**config.mk**
```make
export PLATFORM = sky130hd
export DESIGN_NAME = rr_sel_arbiter
export DESIGN_NICKNAME = d
export VERILOG_FILES = /design/src/rtl/arb_pkg.sv /design/src/rtl/rr_pick4.sv /design/src/rtl/rr_sel_arbiter.sv
export SDC_FILE = /design/constraint.sdc
export NUM_CORES = 1
export LEC_CHECK = 0
export CORE_MARGIN = 2
export CORE_UTILIZATION = 47
export CTS_BUF_LIST = sky130_fd_sc_hd__clkbuf_4 sky130_fd_sc_hd__clkbuf_8
export DETAILED_ROUTE_END_ITERATION = 6
export PLACE_DENSITY = 0.85
export SYNTH_ARGS = -nofsm -noshare
export SYNTH_HDL_FRONTEND = slang
export SYNTH_SLANG_ARGS = --single-unit
```
**constraint.sdc**
```tcl
create_clock -name clk -period 3.7 [get_ports clk]
set_input_delay 0.555 -clock clk [delete_from_list [all_inputs] [get_ports clk]]
set_output_delay 0.555 -clock clk [all_outputs]
set_load 0.02 [all_outputs]
```
**src/rtl/arb_pkg.sv**
```systemverilog
// Shared constants and state encoding for the round-robin select arbiter.
package arb_pkg;

    localparam int N_CH  = 4;
    localparam int SEL_W = 2;

    typedef enum logic [1:0] {
        IDLE,
        GRANT,
        TURN
    } arb_state_t;

endpackage

```
**src/rtl/rr_pick4.sv**
```systemverilog
// Combinational round-robin pick: first set request after `last`, ascending with wrap.
module rr_pick4
    import arb_pkg::*;
(
    input  logic [N_CH-1:0]  req,
    input  logic [SEL_W-1:0] last,
    output logic             found,
    output logic [SEL_W-1:0] idx
);

    logic [SEL_W-1:0] cand;

    always_comb begin
        found = 1'b0;
        idx   = '0;
        cand  = '0;
        for (int unsigned i = 0; i < N_CH; i++) begin
            // 2-bit addition wraps naturally, giving (last+1+i) mod 4
            cand = last + SEL_W'(i + 1);
            if (!found && req[cand]) begin
                found = 1'b1;
                idx   = cand;
            end
        end
    end

endmodule

```
**src/rtl/rr_sel_arbiter.sv**
```systemverilog
// Round-robin arbiter owning the mux/demux select, with hold-limit timeout and a one-cycle TURN gap between owners.
module rr_sel_arbiter
    import arb_pkg::*;
#(
    parameter int MAX_HOLD = 8
) (
    input  logic             clk,
    input  logic             reset,
    input  logic [N_CH-1:0]  req,
    input  logic             release_in,
    output logic [SEL_W-1:0] sel,
    output logic [N_CH-1:0]  gnt,
    output logic             busy,
    output logic             timeout
);

    localparam int HOLD_W = $clog2(MAX_HOLD + 1);

    arb_state_t       state_q, state_d;
    logic [SEL_W-1:0] sel_q, sel_d;
    logic [SEL_W-1:0] last_q, last_d;
    logic [N_CH-1:0]  gnt_q, gnt_d;
    logic [HOLD_W-1:0] hold_q, hold_d;
    logic             busy_q, busy_d;
    logic             timeout_q, timeout_d;

    logic             pick_found;
    logic [SEL_W-1:0] pick_idx;
    logic             end_rel;
    logic             end_limit;

    rr_pick4 u_pick (
        .req   (req),
        .last  (last_q),
        .found (pick_found),
        .idx   (pick_idx)
    );

    assign end_rel   = release_in | ~req[sel_q];
    assign end_limit = (hold_q == HOLD_W'(MAX_HOLD));

    always_comb begin
        state_d   = state_q;
        sel_d     = sel_q;
        last_d    = last_q;
        gnt_d     = gnt_q;
        hold_d    = hold_q;
        timeout_d = 1'b0;

        case (state_q)
            IDLE, TURN: begin
                gnt_d  = '0;
                hold_d = '0;
                if (pick_found) begin
                    state_d = GRANT;
                    gnt_d   = {{(N_CH-1){1'b0}}, 1'b1} << pick_idx;
                    sel_d   = pick_idx;
                    last_d  = pick_idx;
                    hold_d  = HOLD_W'(1);
                end else begin
                    state_d = IDLE;
                end
            end
            GRANT: begin
                if (end_rel || end_limit) begin
                    state_d   = TURN;
                    gnt_d     = '0;
                    hold_d    = '0;
                    // release/withdrawal takes precedence: no timeout pulse
                    timeout_d = end_limit & ~end_rel;
                end else if (!end_limit) begin
                    hold_d = hold_q + HOLD_W'(1);
                end
            end
            default: begin
                state_d = IDLE;
                gnt_d   = '0;
                hold_d  = '0;
            end
        endcase

        busy_d = (state_d != IDLE);
    end

    always_ff @(posedge clk or posedge reset) begin
        if (reset) begin
            state_q   <= IDLE;
            sel_q     <= '0;
            last_q    <= SEL_W'(N_CH - 1);
            gnt_q     <= '0;
            hold_q    <= '0;
            busy_q    <= 1'b0;
            timeout_q <= 1'b0;
        end else begin
            state_q   <= state_d;
            sel_q     <= sel_d;
            last_q    <= last_d;
            gnt_q     <= gnt_d;
            hold_q    <= hold_d;
            busy_q    <= busy_d;
            timeout_q <= timeout_d;
        end
    end

    assign sel     = sel_q;
    assign gnt     = gnt_q;
    assign busy    = busy_q;
    assign timeout = timeout_q;

endmodule
```
==> impl_metrics.yaml, run 1 <==
run_status:
  outcome: "complete, no violations"
power_and_ir_drop:
  power_uw: 721
  p_int_uw: 453
  combinationalPowerShare_pct: 43.7
  clkPwrFrac_pct: 14.2
  sw_frac_of_total_pct: 37.2
  p_seq_share_pct: 42.1
  p_per_area_nw_per_um2: 753
  power.switching_uw: 268
  p_leak_nw: 0.431
  ir_worst_vdd_mv: 0.344
die:
  io_pins: 15
  fp-row-count: 14
  coreArea_um2: 1520
  start_util_pct: 50.3
  die_h_um: 44.4
  dieWidth_um: 44.4
  dieArea_um2: 1970
critical_path:
  slowest_delay_ps: 630
  cp_top_family: "buffers and inverters"
  critical_path_class: "reg2out"
  path_cells: "clkdlybuf4s50_1"
  cp_num_buf_inv: 1
  cp_max_fo: 4
  slowest_stage: "clkdlybuf4s50_1"
  worstReg2RegStart: "last_q[0]"
  arrival_ps: 1350
  worstRegToRegCells: 4
  reg2reg_slack_ps: 2270
  cp-end-kind: "output port"
  startpoint_type: "flop"
  cp.required_ps: 3140
  endpoint: "sel[1]"
  critPathLaunch: "sel[1]"
  path_depth: 1
  worst_r2r_endpoint: "gnt[1]"
synthesis:
  syn-num-nets: 78
  syn-mean-instance-area_um2: 11.1
  synthArstFlopShare_pct: 100
  ys.flop_type: "dfrtp_1"
  yosysUniqueCellTypes: 31
  synth-seq-cells: 16
  syn_area_um2: 767
  yosys.area.top_type: "dfrtp_1"
  yosysWarningCount: 0
  synth_top_area_share_pct: 45.7
  synth.area.top_cells: "dfrtp_1 (46%), dfstp_2 (6.9%), ha_1 (3.3%)"
  ys_seq_area_share_pct: 52.5
  synth_edf_count: 0
  postSynthCellCount: 69
detailed_routing:
  routed_wirelength_um: 1370
  drc_errors: 0
  wl_met3_um: 103
  wl_per_cell_um: 13.3
  routed.top_layer: "met4"
  drt_iter0_drc: 11
  ant_nets: 0
  via_per_inst: 5.70
  vias: 587
  wl_met2_um: 652
  firstDrtPassIters: 4
  wl_met1_um: 577
finish:
  fillers: 126
  antenna_cells: 0
  multi_input_area_um2: 349
  fin_util_pct: 62.8
  drive_above_1_share_pct: 14.9
  area_growth_pct: 24.8
  seqCellArea_um2: 403
  nets: 97
placed_design:
  gp_congestion: 0.731
  io_buffers: 14
  hpwl_um: 1070
clock_network:
  cts.htree.levels: 1
  clock_sinks: 16
  cts_buffers: 3
  cts_max_path_buffers: 2
  clkTransAtPathRegs_ps: 90
  root_buffer: "clkbuf_4"
  cts_setup_buffers: 0
  insertion_delay_ps: 290
  postCtsHoldBufs: 0
  cts_resized: 0
  cts_tree: "done"
grt:
  grt_pass1_wl_um: 2330
  track_usage_pct: 16.5
  grt_max_degree: 17
  antenna_found_initial: 0
  overflow: 0
  grt_pass1_vias: 575
sta:
  fin_skew_ps: 7.70
  fin_crit_ps: 1910
  fin_crit_sh_pct: 51.6
  tns_ps: 0
  rsz0062_at_grt: "false"
  worst_slew_pin_slew_ps: 576
  drv_slew: 0
  relSlewSlack_pct: 61.5
  hold_viol: 0
  fmax_ghz: 0.524
  setup_viol: 0
flow_run:
  drv_cap: 0
worst_hold_path:
  min_path_type: "reg2reg"
  hold_depth: 1
## power groups by stage
stage | clock [mW] | sequential [mW] | combinational (mW)
2_1_floorplan | 0 | 0.337 | 0.167
3_3_place_gp | 0 | 0.303 | 0.311
3_5_place_dp | 0 | 0.306 | 0.317
4_1_cts | 0.105 | 0.303 | 0.319
5_1_grt | 0.113 | 0.310 | 0.347
6_report | 0.103 | 0.303 | 0.315
## flip-flops by register name, summed over array words and instances, names as in the netlist
register  count
sel           2
gnt           4
hold_q        4
state_q       2
timeout       1
busy          1
last_q        2
## cell families after synthesis
group | synth area share (%)
xor gates and xnor gates | 2.28
and+or+nand+nor | 19.7
muxes | 2.61
AOI/OAI and AO/OA | 17.6
buffers and inverters | 1.96
adders and majority gates | 3.26
DFF | 52.5
## layout by cell type (no fill, tap or decap), types with 3 or more instances in the layout
cell	synthesis	final
dfrtp_1	14	14
clkdlybuf4s50_1	0	14
nor2_1	6	6
nand2_1	4	4
inv_1	4	4
clkbuf_4	0	4
nand3_1	3	3
nand2b_1	3	3
a21o_1	3	3
## layout make-up
class,instances,share of cell area (%)
multi-input combinational,49,36.5
timing repair buffer,14,14.6
inverter,4,1.57
clock buffer,4,3.14
tap,16,2.09
sequential,16,42.1
## layer usage
layer / GRT usage [%] / up-vias
met5: 0 / -
met4: 9.09 / 0
met3: 4.08 / 5
met2: 25.6 / 28
met1: 21.1 / 275
li1: - / 279
## through the flow
step / instances / setup WS (ps) / cell area, µm² / hold slack [ps]
floorplan: 69 / 2360 / 767 / 467
global placement: 99 / 1740 / 927 / 487
detailed placement: 99 / 1730 / 927 / 494
CTS: 103 / 1780 / 957 / 518
global route: 103 / 1740 / 957 / 534
finish: 103 / 1790 / 957 / 506
## worst min path at each step
stage           start     end  slack (ps)
6_report       gnt[2]  gnt[2]         510
5_1_grt        gnt[3]  gnt[3]         530
4_1_cts        gnt[1]  gnt[1]         520
3_5_place_dp   gnt[0]  gnt[0]         490
3_3_place_gp   gnt[0]  gnt[0]         490
2_1_floorplan   reset    busy         470
## cells in the mapped netlist (all sizes together) (2+ instances only)
library cell	count
a21o	4
a21oi	2
dfrtp	14
dfstp	2
ha	2
inv	4
mux2i	2
nand2	4
nand2b	4
nand3	3
nor2	6
nor2b	2
o21a	2
o21ai	3
o2bb2ai	2
or2	2
No activity file was read; power rests on OpenSTA's default activity.
==> inputs of run 2 (changes only) <==
--- a/config.mk
+++ b/config.mk
@@ -9,7 +9,7 @@
 export CORE_UTILIZATION = 47
 export CTS_BUF_LIST = sky130_fd_sc_hd__clkbuf_4 sky130_fd_sc_hd__clkbuf_8
 export DETAILED_ROUTE_END_ITERATION = 6
-export PLACE_DENSITY = 0.85
+export PLACE_DENSITY = 0.87
 export SYNTH_ARGS = -nofsm -noshare
 export SYNTH_HDL_FRONTEND = slang
 export SYNTH_SLANG_ARGS = --single-unit
==> constraint.sdc (replaced) <==
create_clock -name clk -period 1.6 [get_ports clk]
set_input_delay 0.24 -clock clk [delete_from_list [all_inputs] [get_ports clk]]
set_output_delay 0.24 -clock clk [all_outputs]
set_load 0.02 [all_outputs]
==> run 2 against run 1 <==
Effect of this change:
- setup slack worse by 1700 ps
- largest power group unchanged
- total power is 140% higher
- highest routed layer is now met3
- clock power grew to 2.5 times the previous value
- design area is 2.7% higher
- sequential cell count stayed put
- largest cell class unchanged
- sequential power is 130% higher
- clock skew is 1.3 ps lower
- non-clock buffer count is 3 higher
==> impl_metrics.yaml, run 2 (synthesis gave the netlist of run 1 again) <==
run_status:
  outcome: "complete, no violations"
finish:
  stdcell_count: 106
  antenna_cells: 0
  final_cell_mix: "dfrtp_1 (14), clkdlybuf4s50_1 (12), nor2_1 (6), nand2_1 (4), inv_1 (4)"
  area_growth_pct: 28.2
  nets: 100
  drive_above_1_share_pct: 17.8
  layout_commonest_cell: "dfrtp_1"
  fillers: 132
  fin_util_pct: 64.5
sta:
  fin_skew_ps: 6.38
  relSlewSlack_pct: 61.7
  fin_crit_ps: 1480
  fin_crit_sh_pct: 92.6
  tns_ps: 0
  rsz0062_at_grt: "false"
  hold_viol: 0
  setup_viol: 0
  fmax_ghz: 0.675
  worst_slew_pin_slew_ps: 573
  fin_ws_ps: 118
  drv_slew: 0
clock_network:
  cts_resized: 2
  cts.htree.levels: 1
  clkTransAtPathRegs_ps: 90
  cts_setup_buffers: 0
  clock_sinks: 16
  insertion_delay_ps: 280
  cts_max_path_buffers: 2
  postCtsHoldBufs: 0
  cts_buffers: 3
  root_buffer: "clkbuf_4"
  cts_tree: "done"
detailed_routing:
  ant_nets: 0
  routed_wirelength_um: 1290
  drt_iter0_drc: 6
  routed.top_layer: "met3"
  via_per_inst: 5.13
  wl_met1_um: 624
  wl_per_cell_um: 12.1
  wl_met2_um: 600
  vias: 544
  drc_errors: 0
  wl_met3_um: 62
  firstDrtPassIters: 4
critical_path:
  worstReg2RegStart: "last_q[0]"
  critical_path_class: "reg2out"
  worst_r2r_endpoint: "gnt[2]"
  path_cells: "clkdlybuf4s50_1"
  slowest_delay_ps: 600
  worstRegToRegCells: 4
  slowest_stage: "clkdlybuf4s50_1"
  arrival_ps: 1240
  cp_num_buf_inv: 1
  cp-end-kind: "output port"
  startpoint_type: "flop"
  cp_top_family: "buffers and inverters"
  reg2reg_slack_ps: 160
  cp_max_fo: 2
  cp.required_ps: 1360
placed_design:
  dp_cells: 102
  gp_congestion: 0.743
  hpwl_um: 1010
  place_ws_ps: -10.0
  io_buffers: 14
power_and_ir_drop:
  p_leak_nw: 0.451
  ir_worst_vdd_mv: 0.956
  p_per_area_nw_per_um2: 1740
die:
  die_h_um: 44.4
  io_pins: 15
  dieArea_um2: 1970
  dieWidth_um: 44.4
  fp-row-count: 14
  start_util_pct: 50.3
  coreArea_um2: 1520
grt:
  grt_max_degree: 17
  antenna_found_initial: 0
  track_usage_pct: 14.9
  overflow: 0
  grt_pass1_wl_um: 2100
  grt_pass1_vias: 525
worst_hold_path:
  min_path_type: "in2async"
flow_run:
  drv_cap: 0
==> run 2: cell types whose count changed in the layout (fill, tap and decap cells not counted), sizes merged <==
cell	change
buf	+3
dlygate4sd2	+2
clkdlybuf4s50	-2
==> run 2: where the power goes <==
part | switching [mW] | leakage [nW] | total, mW | internal [mW]
clock | 0.121 | 0.0210 | 0.260 | 0.138
combinational | 0.371 | 0.229 | 0.758 | 0.387
sequential | 0.123 | 0.201 | 0.694 | 0.571
==> run 2: how the worst max path moves through the flow <==
stage / startpoint / to / slack, ps / depth (start not counted)
finish: gnt[1] / gnt[1] / 120 / 1
floorplan: sel[0] / gnt[3] / 260 / 4
CTS: gnt[1] / gnt[1] / 100 / 1
global route: last_q[0] / gnt[0] / 40 / 4
detailed placement: req[3] / sel[0] / -10 / 5
global placement: req[1] / gnt[3] / 7 / 5
==> run 2: cell type report <==
cell class	count	area, µm²	area share, %
sequential	16	403	41.0
inverter	4	15.0	1.53
tap	16	20.0	2.04
clock buffer	4	36.3	3.69
timing repair buffer	17	160	16.3
multi-input combinational	49	349	35.5
==> run 2: through the flow <==
step / total power [mW] / area (µm²) / hold slack [ps]
after floorplan: 1.17 / 767 / 152
after global placement: 1.47 / 950 / 478
after detailed placement: 1.49 / 950 / 480
after CTS: 1.73 / 983 / 323
after global routing: 1.83 / 983 / 358
final: 1.71 / 983 / 300
==> run 2: layer usage <==
metal	up-vias	GRT usage, %
met3	0	2.86
met4	0	7.27
met1	250	18.6
met2	12	24.7
li1	282	-
met5	-	0
==> inputs of run 3 (changes only) <==
--- a/config.mk
+++ b/config.mk
@@ -5,6 +5,7 @@
 export SDC_FILE = /design/constraint.sdc
 export NUM_CORES = 1
 export LEC_CHECK = 0
+export CAP_MARGIN = 20
 export CORE_MARGIN = 2
 export CORE_UTILIZATION = 47
 export CTS_BUF_LIST = sky130_fd_sc_hd__clkbuf_4 sky130_fd_sc_hd__clkbuf_8
==> results of run 3 <==
Final layout, timing and power as in run 2 (identical DEF).
